===== src/rtl/div_ctrl_pkg.sv =====
// Shared definitions for the programmable slow-clock rate controller:
// controller state encoding, counter width and the default rate table.
package div_ctrl_pkg;

  localparam int CNT_W = 32;

  // Default divide limits. Tick period is limit+1 clock cycles.
  localparam logic [CNT_W-1:0] RATE0_DEF = 32'd6250000;
  localparam logic [CNT_W-1:0] RATE1_DEF = 32'd3125000;
  localparam logic [CNT_W-1:0] RATE2_DEF = 32'd12500000;
  localparam logic [CNT_W-1:0] RATE3_DEF = 32'd1;

  typedef enum logic [1:0] {
    IDLE = 2'd0,
    RUN  = 2'd1,
    HOLD = 2'd2
  } state_t;

endpackage


===== src/rtl/div_counter.sv =====
// Single divider counter: counts 0..limit, flags the terminal count and
// toggles a square-wave output there. The limit register only changes on
// an explicit load, so the owner decides when a new rate takes effect.
module div_counter
  import div_ctrl_pkg::*;
#(
  parameter int             W           = CNT_W,
  parameter logic [W-1:0]   RESET_LIMIT = '0
) (
  input  logic         clk,
  input  logic         reset,
  input  logic         en,
  input  logic         clr,
  input  logic         load,
  input  logic [W-1:0] limit_in,
  output logic         tc,
  output logic         clk_div
);

  logic [W-1:0] r_count;
  logic [W-1:0] r_limit;
  logic         r_clk_div;

  // Equality compare only: a limit below the count simply wraps through 2^W.
  assign tc      = en & (r_count == r_limit);
  assign clk_div = r_clk_div;

  // Count while enabled; wrap to zero and toggle the divided clock at terminal count.
  always_ff @(posedge clk or negedge reset) begin
    if (!reset) begin
      // NOTE: state registers use non-blocking assignments so every flop samples pre-edge values.
      r_count   <= '0;
      r_clk_div <= 1'b0;
    end else if (clr) begin
      r_count   <= '0;
      r_clk_div <= 1'b0;
    end else if (en) begin
      if (tc) begin
        r_count   <= '0;
        r_clk_div <= ~r_clk_div;
      end else begin
        r_count   <= r_count + W'(1);
      end
    end
  end

  // Active limit register, replaced only when the controller requests a reload.
  always_ff @(posedge clk or negedge reset) begin
    if (!reset) begin
      r_limit <= RESET_LIMIT;
    end else if (load) begin
      r_limit <= limit_in;
    end
  end

endmodule


===== src/rtl/div_rate_ctrl.sv =====
// Programmable rate controller: start/pause/stop sequencing of one divider,
// a small writable table of divide limits, and reloads of the active limit
// only at terminal count so clk_div never has a short or long half-period.
module div_rate_ctrl
  import div_ctrl_pkg::*;
#(
  parameter int               CNT_W     = div_ctrl_pkg::CNT_W,
  parameter int               NUM_RATES = 4,
  parameter logic [CNT_W-1:0] RATE0     = CNT_W'(RATE0_DEF),
  parameter logic [CNT_W-1:0] RATE1     = CNT_W'(RATE1_DEF),
  parameter logic [CNT_W-1:0] RATE2     = CNT_W'(RATE2_DEF),
  parameter logic [CNT_W-1:0] RATE3     = CNT_W'(RATE3_DEF),
  localparam int              SEL_W     = $clog2(NUM_RATES)
) (
  input  logic             clk,
  input  logic             reset,
  input  logic             start,
  input  logic             pause,
  input  logic             stop,
  input  logic [SEL_W-1:0] rate_sel,
  input  logic             cfg_valid,
  output logic             cfg_ready,
  input  logic [SEL_W-1:0] cfg_idx,
  input  logic [CNT_W-1:0] cfg_limit,
  output logic             tick,
  output logic             clk_div,
  output logic             busy,
  output logic [1:0]       state
);

  function automatic logic [CNT_W-1:0] rate_init(input int idx);
    case (idx % 4)
      0:       return RATE0;
      1:       return RATE1;
      2:       return RATE2;
      default: return RATE3;
    endcase
  endfunction

  state_t           r_state;
  logic             r_tick;
  logic             r_busy;
  logic [CNT_W-1:0] r_table [NUM_RATES];
  logic [SEL_W-1:0] r_active_idx;
  logic             r_dirty;

  logic             w_cfg_fire;
  logic             w_en;
  logic             w_clr;
  logic             w_start_idle;
  logic             w_reload_req;
  logic             w_load;
  logic             w_tc;
  logic [CNT_W-1:0] w_limit_sel;

  // The table never back-pressures writes.
  assign cfg_ready    = 1'b1;
  assign w_cfg_fire   = cfg_valid & cfg_ready;

  // Pre-write table contents: a write landing on a reload edge is seen one period later.
  assign w_limit_sel  = r_table[rate_sel];

  // Counting is frozen on the pause/stop edge itself, so HOLD keeps the count it was paused at.
  assign w_en         = (r_state == RUN) & ~stop & ~pause;
  assign w_clr        = stop | (r_state == IDLE);
  assign w_start_idle = (r_state == IDLE) & start & ~stop;

  // Reload when the selection moved or the active entry was rewritten since the last load.
  assign w_reload_req = (rate_sel != r_active_idx) | r_dirty;
  assign w_load       = w_start_idle | (w_tc & w_reload_req);

  assign tick         = r_tick;
  assign busy         = r_busy;
  assign state        = r_state;

  div_counter #(
    .W           (CNT_W),
    .RESET_LIMIT (RATE0)
  ) u_counter (
    .clk      (clk),
    .reset    (reset),
    .en       (w_en),
    .clr      (w_clr),
    .load     (w_load),
    .limit_in (w_limit_sel),
    .tc       (w_tc),
    .clk_div  (clk_div)
  );

  // Rate table: small register file with defined power-up contents.
  always_ff @(posedge clk or negedge reset) begin
    if (!reset) begin
      // NOTE: this table is a handful of flops whose reset values are part of the contract, so resetting it is intended; a RAM-backed table would not be reset.
      for (int i = 0; i < NUM_RATES; i++) begin
        r_table[i] <= rate_init(i);
      end
    end else if (w_cfg_fire) begin
      r_table[cfg_idx] <= cfg_limit;
    end
  end

  // Track which entry the counter's limit came from and whether it has since been rewritten.
  always_ff @(posedge clk or negedge reset) begin
    if (!reset) begin
      r_active_idx <= '0;
      r_dirty      <= 1'b0;
    end else if (w_load) begin
      r_active_idx <= rate_sel;
      // A write to the newly loaded entry on this same edge was not captured yet.
      r_dirty      <= w_cfg_fire & (cfg_idx == rate_sel);
    end else if (w_cfg_fire && (cfg_idx == r_active_idx)) begin
      r_dirty      <= 1'b1;
    end
  end

  // Control FSM with registered tick/busy/state; stop beats pause beats start.
  always_ff @(posedge clk or negedge reset) begin
    if (!reset) begin
      r_state <= IDLE;
      r_tick  <= 1'b0;
      r_busy  <= 1'b0;
    end else begin
      r_tick <= w_tc;
      if (stop) begin
        r_state <= IDLE;
        r_busy  <= 1'b0;
      end else begin
        case (r_state)
          IDLE: begin
            if (start) begin
              r_state <= RUN;
              r_busy  <= 1'b1;
            end
          end
          RUN: begin
            if (pause) begin
              r_state <= HOLD;
            end
          end
          HOLD: begin
            if (!pause && start) begin
              r_state <= RUN;
            end
          end
          default: begin
            r_state <= IDLE;
            r_busy  <= 1'b0;
          end
        endcase
      end
    end
  end

endmodule


===== config.mk =====
export PLATFORM = sky130hd
export DESIGN_NAME = div_rate_ctrl
export DESIGN_NICKNAME = d
export VERILOG_FILES = /design/src/rtl/div_ctrl_pkg.sv /design/src/rtl/div_counter.sv /design/src/rtl/div_rate_ctrl.sv
export SDC_FILE = /design/constraint.sdc
export NUM_CORES = 1
export LEC_CHECK = 0
export BUFFER_PORTS_ARGS = -buffer_cell sky130_fd_sc_hd__buf_4
export CORE_MARGIN = 2
export CORE_UTILIZATION = 45
export DETAILED_ROUTE_END_ITERATION = 8
export GPL_TIMING_DRIVEN = 0
export SYNTH_ARGS = -nofsm -noshare
export SYNTH_HDL_FRONTEND = slang
export SYNTH_HIERARCHICAL = 1
export SYNTH_SLANG_ARGS = --single-unit

===== constraint.sdc =====
create_clock -name clk -period 2.88 [get_ports clk]
set_input_delay 0.432 -clock clk [delete_from_list [all_inputs] [get_ports clk]]
set_output_delay 0.432 -clock clk [all_outputs]
set_load 0.02 [all_outputs]

==> metrics.txt, run 1 <==
Synth Instances=643; Cell Chain, Critical Path=xor2_1 -> nor4_2 -> nand4_1 -> nor3_2 -> a31oi_1 -> a21oi_2 -> clkbuf_2 -> buf_4 -> mux2_2; fin cells=991; Worst Reg-to-Reg Cells=9; commonest cells after routing, fill and taps aside=mux2_2, dfrtp_1, buf_4, dfstp_2, xor2_1; routability congestion estimate=0.817; drt pass-1 iters=4; area grow syn2layout=14.6%; wire per inst=between 15 and 20 microns; cell family with most CP delay=simple AND/OR/NAND/NOR gates; R2R setup slack=0.14 ns; Die X-Extent=148 microns; total power=7.73 mW; GRT Util Overall=19.4%; Worst path depth=9; Crit-path slowest cell=dfstp_2; initial drt markers=318; required time of the critical path=3.20 ns; Fmax=365 MHz; relative slew slack=37.0%; fillers=1650; CP Launch Type=register; synth unique cells=49; pwr dens=726 mW/mm^2; Least-Margin Pin Slew=0.945 ns; root buffer cell=clkbuf_16; number of port buffers=42; drt total wl=19700 microns; CTS buffer count=17; Main synth FF type=dfrtp_1; initial antenna violation count=0; Sink Count=200; crit-path max FO=10; Crit Reg-Reg Endpoint=u_counter/r_limit[26]; vias per inst=5.39; I/O pin count=48; CTS tree=built; area leader, netlist=dfrtp_1; hold_buf cts=0; critical path's largest stage delay=0.55 ns; clk_lat worst skew=approximately 0.44 ns; top post-synthesis cells by area=dfrtp_1, mux2_2, dfstp_2, mux4_2, xor2_1; Reg2Reg Launch Point=u_counter/r_limit[17]; flops & latches, synth=200; clock-pin slew on the worst setup and hold paths=0.07 ns; ys async rst share=100%; Pins Over Slew Limit=0; Clock Tree Buf Depth=2; critical path capture point type=register; YS warnings=6; share of cells above drive strength 1=51.0%; vias=5346; htree depth=4; Tmin final=between 2 and 3 ns; # rows=52; final setup vio count=0; Die Span Y=148 microns; Leakage=~4.4 nW; Final Hold Viols=0; CP bufs+invs=2; remaining antenna violation count after routing=0; Final period util=95.1%; placed insts=around 960; GR Overflow Total=0; clock skew=0.0109 ns; number of flops mapped to enable cells by yosys=0; core area=around 0.020 sq mm; WP data arrival=3.06 ns; Mean Syn Cell Area=between 10 and 15 sq um; WS Path Type=reg2reg; NumNets Final=around 750; DRC=0; HP Class=in2async; Syn Nets=~700; first-pass GRT wire length=32400 microns; PnR worst setup slack=0.142 ns; Die ar.=about 0.022 sq mm; outcome=finished, final reports clean; Synth Cell Area=0.00928 sq mm; VDD IR max=0.426 mV; commonest non-fill, non-tap cell in the layout=mux2_2; initial core utilization=between 40% and 50%; post-synth top area share=40.7%; RSZ-0062 raised after global routing=no; largest net degree at the start of global routing=126; Antenna diodes=0; Final Util=52.6%; pre-CTS WS=-0.974 ns; MaxCap Viol Count=0; Seq/Total Area, Yosys=54.6%; Final HPWL DP=13500 microns; vias in the first global route=~6000
==> cell type report <==
type	instances	area, sq um	share of cell area, %
buffer	34	250	2.35
sequential	200	5070	47.6
clock inverter	15	159	1.49
tap	270	338	3.17
multi-input combinational	401	4000	37.6
inverter	8	30.0	0.282
timing repair buffer	46	373	3.50
clock buffer	17	425	4.00
==> power by group <==
part / switching [mW] / internal (mW) / total [mW]
sequential: 0.378 / 3.53 / 3.91
combinational: 0.598 / 0.846 / 1.44
clock: 1.14 / 1.23 / 2.38
total: 2.12 / 5.61 / 7.73
==> routing by layer <==
metal | global-route usage (%) | part of all wire [%] | wire (microns) | vias to the layer above
met2 | 31.7 | 49 | 9710 | 78
met4 | 5.14 | 0.96 | 189 | 0
met5 | 0 | 0 | 0 | -
li1 | - | - | - | 2446
met3 | 3.52 | 2.6 | 505 | 15
met1 | 26.9 | 47 | 9330 | 2807
==> stage by stage <==
step | area (sq um) | hold slack (ns) | TNS [ns]
2_1_floorplan | 9280 | 0.136 | 0
3_3_place_gp | 9940 | 0.463 | -20.37
3_5_place_dp | 9970 | 0.484 | -25.43
4_1_cts | 10600 | 0.143 | 0
5_1_grt | 10600 | 0.181 | 0
6_report | 10600 | 0.113 | 0
==> sequential cells by signal, indices dropped and copies added, names as in the netlist <==
name,count
u_counter/r_limit,32
r_table,128
r_active_idx,2
busy,1
r_dirty,1
u_counter/clk_div,1
tick,1
state,2
u_counter/r_count,32
==> cells in the mapped netlist, types with 8 or more instances <==
cell type	n
and3_1	8
buf_2	11
buf_6	10
dfrtp_1	151
dfstp_2	49
inv_1	8
mux2_2	160
mux4_2	32
nand2_1	12
nand3_1	10
nand4_1	10
nor2_1	35
nor3_1	9
nor4_1	10
xnor2_1	20
xor2_1	48
==> worst max-delay path by stage <==
stage / slack (ns) / endpoint / from
final: 0.14 / u_counter/r_limit[26] / u_counter/r_limit[17]
after global routing: 0.003 / u_counter/r_limit[26] / u_counter/r_limit[18]
after CTS: 0.00002 / u_counter/r_limit[26] / state[1]
after detailed placement: -0.97 / u_counter/r_limit[15] / state[1]
after global placement: -0.83 / u_counter/r_limit[15] / state[1]
after floorplan: 0.02 / u_counter/r_limit[13] / state[1]
==> what timing repair did <==
action | 4_1_cts | 5_1_grt
buffers inserted | 1 | 2
gates resized for setup | 13 | 6
pin swaps | 1 | 3
endpoints found under the setup margin | 41 | 34
==> cell families after synthesis <==
family,Yosys count,synth area share [%]
AOI/OAI and AO/OA,17,1.33
xor gates and xnor gates,68,6.42
adders and majority gates,4,0.539
buffers and inverters,42,2.83
DFF,200,54.6
muxes,195,27.5
other,1,0.0404
and+or+nand+nor,116,6.75
(Power assumes the default switching activity.)
==> run 2: changes to the inputs <==
- CORE_UTILIZATION: 45 -> 55
- PLACE_DENSITY: not set -> 0.76
==> run 2 against run 1 <==
Against the previous run:
- power up 1.8%
- first-iteration DRC count up 11%
- clock power up 5%
- clock-buffer cell count up 6
- largest power group unchanged
- highest routed layer unchanged
- maximum frequency down 0.48%
- cell area down 0.25%
- non-clock buffer count down 1
- clock skew down 0.0018 ns
- combinational power about the same
==> metrics.txt, run 2 (synthesis gave the netlist of run 1 again) <==
Largest register FFs=128 (unchanged); Leakage=4.45 nW (about the same); Fmax=363 MHz (was 365 MHz); Pins Over Slew Limit=0 (unchanged); post-route cell area=0.0106 sq mm (about the same); Combinational Power Share=18.5% (was 18.7%); GRT Util Overall=22.9% (was 19.4%); Clock Tree Buf Depth=2 (unchanged); relative slew slack=48.5% (was 37.0%); HP Class=in2async (unchanged); core area=0.0165 sq mm (was 0.0202 sq mm); clock-pin slew on the worst setup and hold paths=0.07 ns (about the same); CTS tree=built (unchanged); clock skew=0.00910 ns (was 0.0109 ns); # rows=47 (was 52); RSZ-0062 raised after global routing=no (unchanged); sw frac=25.7% (was 27.4%); biggest regs=r_table x128, u_counter/r_count x32, u_counter/r_limit x32 (unchanged); WS Path Type=reg2reg (unchanged); wire per inst=20.6 microns (was 19.9 microns); Area after DPL=0.00991 sq mm (was 0.00997 sq mm); largest net degree at the start of global routing=109 (was 126); share of cells above drive strength 1=50.7% (was 51.0%); drt total wl=19300 microns (was 19700 microns); wire length on met3=731 microns (was 505 microns); pre-CTS WS=-0.774 ns (was -0.974 ns); crit-path max FO=10 (unchanged); commonest non-fill, non-tap cell in the layout=mux2_2 (unchanged); final hold slack=0.0129 ns (was 0.113 ns); required time of the critical path=3.20 ns (about the same); final setup vio count=0 (unchanged); outcome=finished, final reports clean (unchanged); top routing layer used=met4 (unchanged); initial drt markers=352 (was 318); first-pass GRT wire length=31400 microns (was 32400 microns); total power=7.87 mW (was 7.73 mW); commonest cells after routing, fill and taps aside=mux2_2, dfrtp_1, buf_4, dfstp_2, xor2_1 (unchanged); sequential power share=49.9% (was 50.6%); clk_lat worst skew=0.43 ns (was 0.44 ns); initial antenna violation count=0 (unchanged); area grow syn2layout=14.4% (was 14.6%); DRC=0 (unchanged); Die Span Y=134 microns (was 148 microns); VDD IR max=0.483 mV (was 0.426 mV); Sink Count=200 (unchanged); vias in the first global route=5900 (was 5920); root buffer cell=clkbuf_16 (unchanged); htree depth=4 (unchanged); number of port buffers=42 (unchanged); critical path capture point type=register (unchanged); Die ar.=0.0179 sq mm (was 0.0218 sq mm); setup tns final=0 ns (unchanged); remaining antenna violation count after routing=0 (unchanged); Die X-Extent=134 microns (was 148 microns); MaxCap Viol Count=0 (unchanged); fin cells=940 (was 991); Psw=2.02 mW (was 2.12 mW); I/O pin count=48 (unchanged); Final period util=95.5% (was 95.1%); Crit Reg-Reg Endpoint=u_counter/r_limit[15] (was u_counter/r_limit[26]); routability congestion estimate=0.809 (was 0.817); GR Overflow Total=0 (unchanged); met2 wire len=9980 microns (was 9710 microns); WP data arrival=3.07 ns (was 3.06 ns); fillers=1196 (was 1650); Worst Reg-to-Reg Cells=9 (unchanged); PnR worst setup slack=0.129 ns (was 0.142 ns); vias=5429 (was 5346); placed insts=906 (was 956); met1 WL=8250 microns (was 9330 microns); Final Hold Viols=0 (unchanged); Final HPWL DP=13200 microns (was 13500 microns); NumNets Final=753 (was 754); Antenna diodes=0 (unchanged); CP Launch Type=register (unchanged); pwr dens=741 mW/mm^2 (was 726 mW/mm^2); Top reg by flops=r_table (unchanged); clock share of power=31.6% (was 30.7%); Least-Margin Pin Slew=0.772 ns (was 0.945 ns); drt pass-1 iters=4 (unchanged); CTS buffer count=17 (unchanged); P_int=5.85 mW (was 5.61 mW); vias per inst=5.78 (was 5.39); R2R setup slack=0.13 ns (was 0.14 ns); initial core utilization=56.2% (was 45.9%); Reg2Reg Launch Point=u_counter/r_limit[22] (was u_counter/r_limit[17]); Tmin final=2.75 ns (was 2.74 ns); Final Util=64.2% (was 52.6%)
run 2: cell types whose count changed in the layout (fill, tap and decap cells not counted), sizes merged:
cell,previous run,this run
buf,74,73
bufinv,1,3
clkbuf,23,29
clkinv,7,2
clkinvlp,0,2
inv,15,10
run 2: metal layers:
layer / vias up / GRT usage (%)
li1: 2437 / -
met1: 2857 / 29.9
met2: 108 / 38.5
met3: 27 / 4.76
met4: 0 / 7.51
met5: - / 0
run 2: final cells by class:
cell class	instances	area (sq um)	share of cell area (%)
plain buffers	34	245	2.31
clock buffers	23	488	4.60
clock inverters	9	139	1.31
inverters	8	30.0	0.283
multi-input cells	401	4010	37.7
flip-flops and latches	200	5070	47.7
well taps	220	275	2.59
repair buffers	45	365	3.44
run 2: what timing repair did:
action                                 in CTS  in global routing
pin swaps                                   1                  4
hold buffers                                0                  0
gates resized for setup                    11                  6
gates cloned                                0                  0
setup buffers                               1                  1
setup endpoints to repair                  35                 30
endpoints found under the hold margin       0                  0
run 2: worst max-delay path by stage:
| stage | startpoint | end | depth (start not counted) |
|---|---|---|---|
| global placement | state[1] | u_counter/r_limit[15] | 11 |
| global route | u_counter/r_count[15] | u_counter/r_limit[15] | 9 |
| floorplan | state[1] | u_counter/r_limit[13] | 11 |
| CTS | state[1] | u_counter/r_limit[15] | 11 |
| finish | u_counter/r_limit[22] | u_counter/r_limit[15] | 9 |
| detailed placement | state[1] | u_counter/r_limit[15] | 11 |
run 2: power by group through the flow:
stage          clock [mW]  combinational (mW)  sequential, mW
2_1_floorplan           0                1.05            3.81
5_1_grt              2.65                1.57            3.99
3_3_place_gp            0                1.33            3.91
6_report             2.49                1.45            3.93
3_5_place_dp            0                1.40            3.97
4_1_cts              2.53                1.43            3.93
run 2: critical path, stage by stage (launching register included):
cell      delay [ns]
dfstp_2         0.57
xor2_1          0.12
nor4_2          0.33
nand4_1         0.21
nor3_2          0.26
a31oi_1         0.15
a21oi_2         0.22
clkbuf_2        0.19
buf_4           0.23
mux2_2          0.36
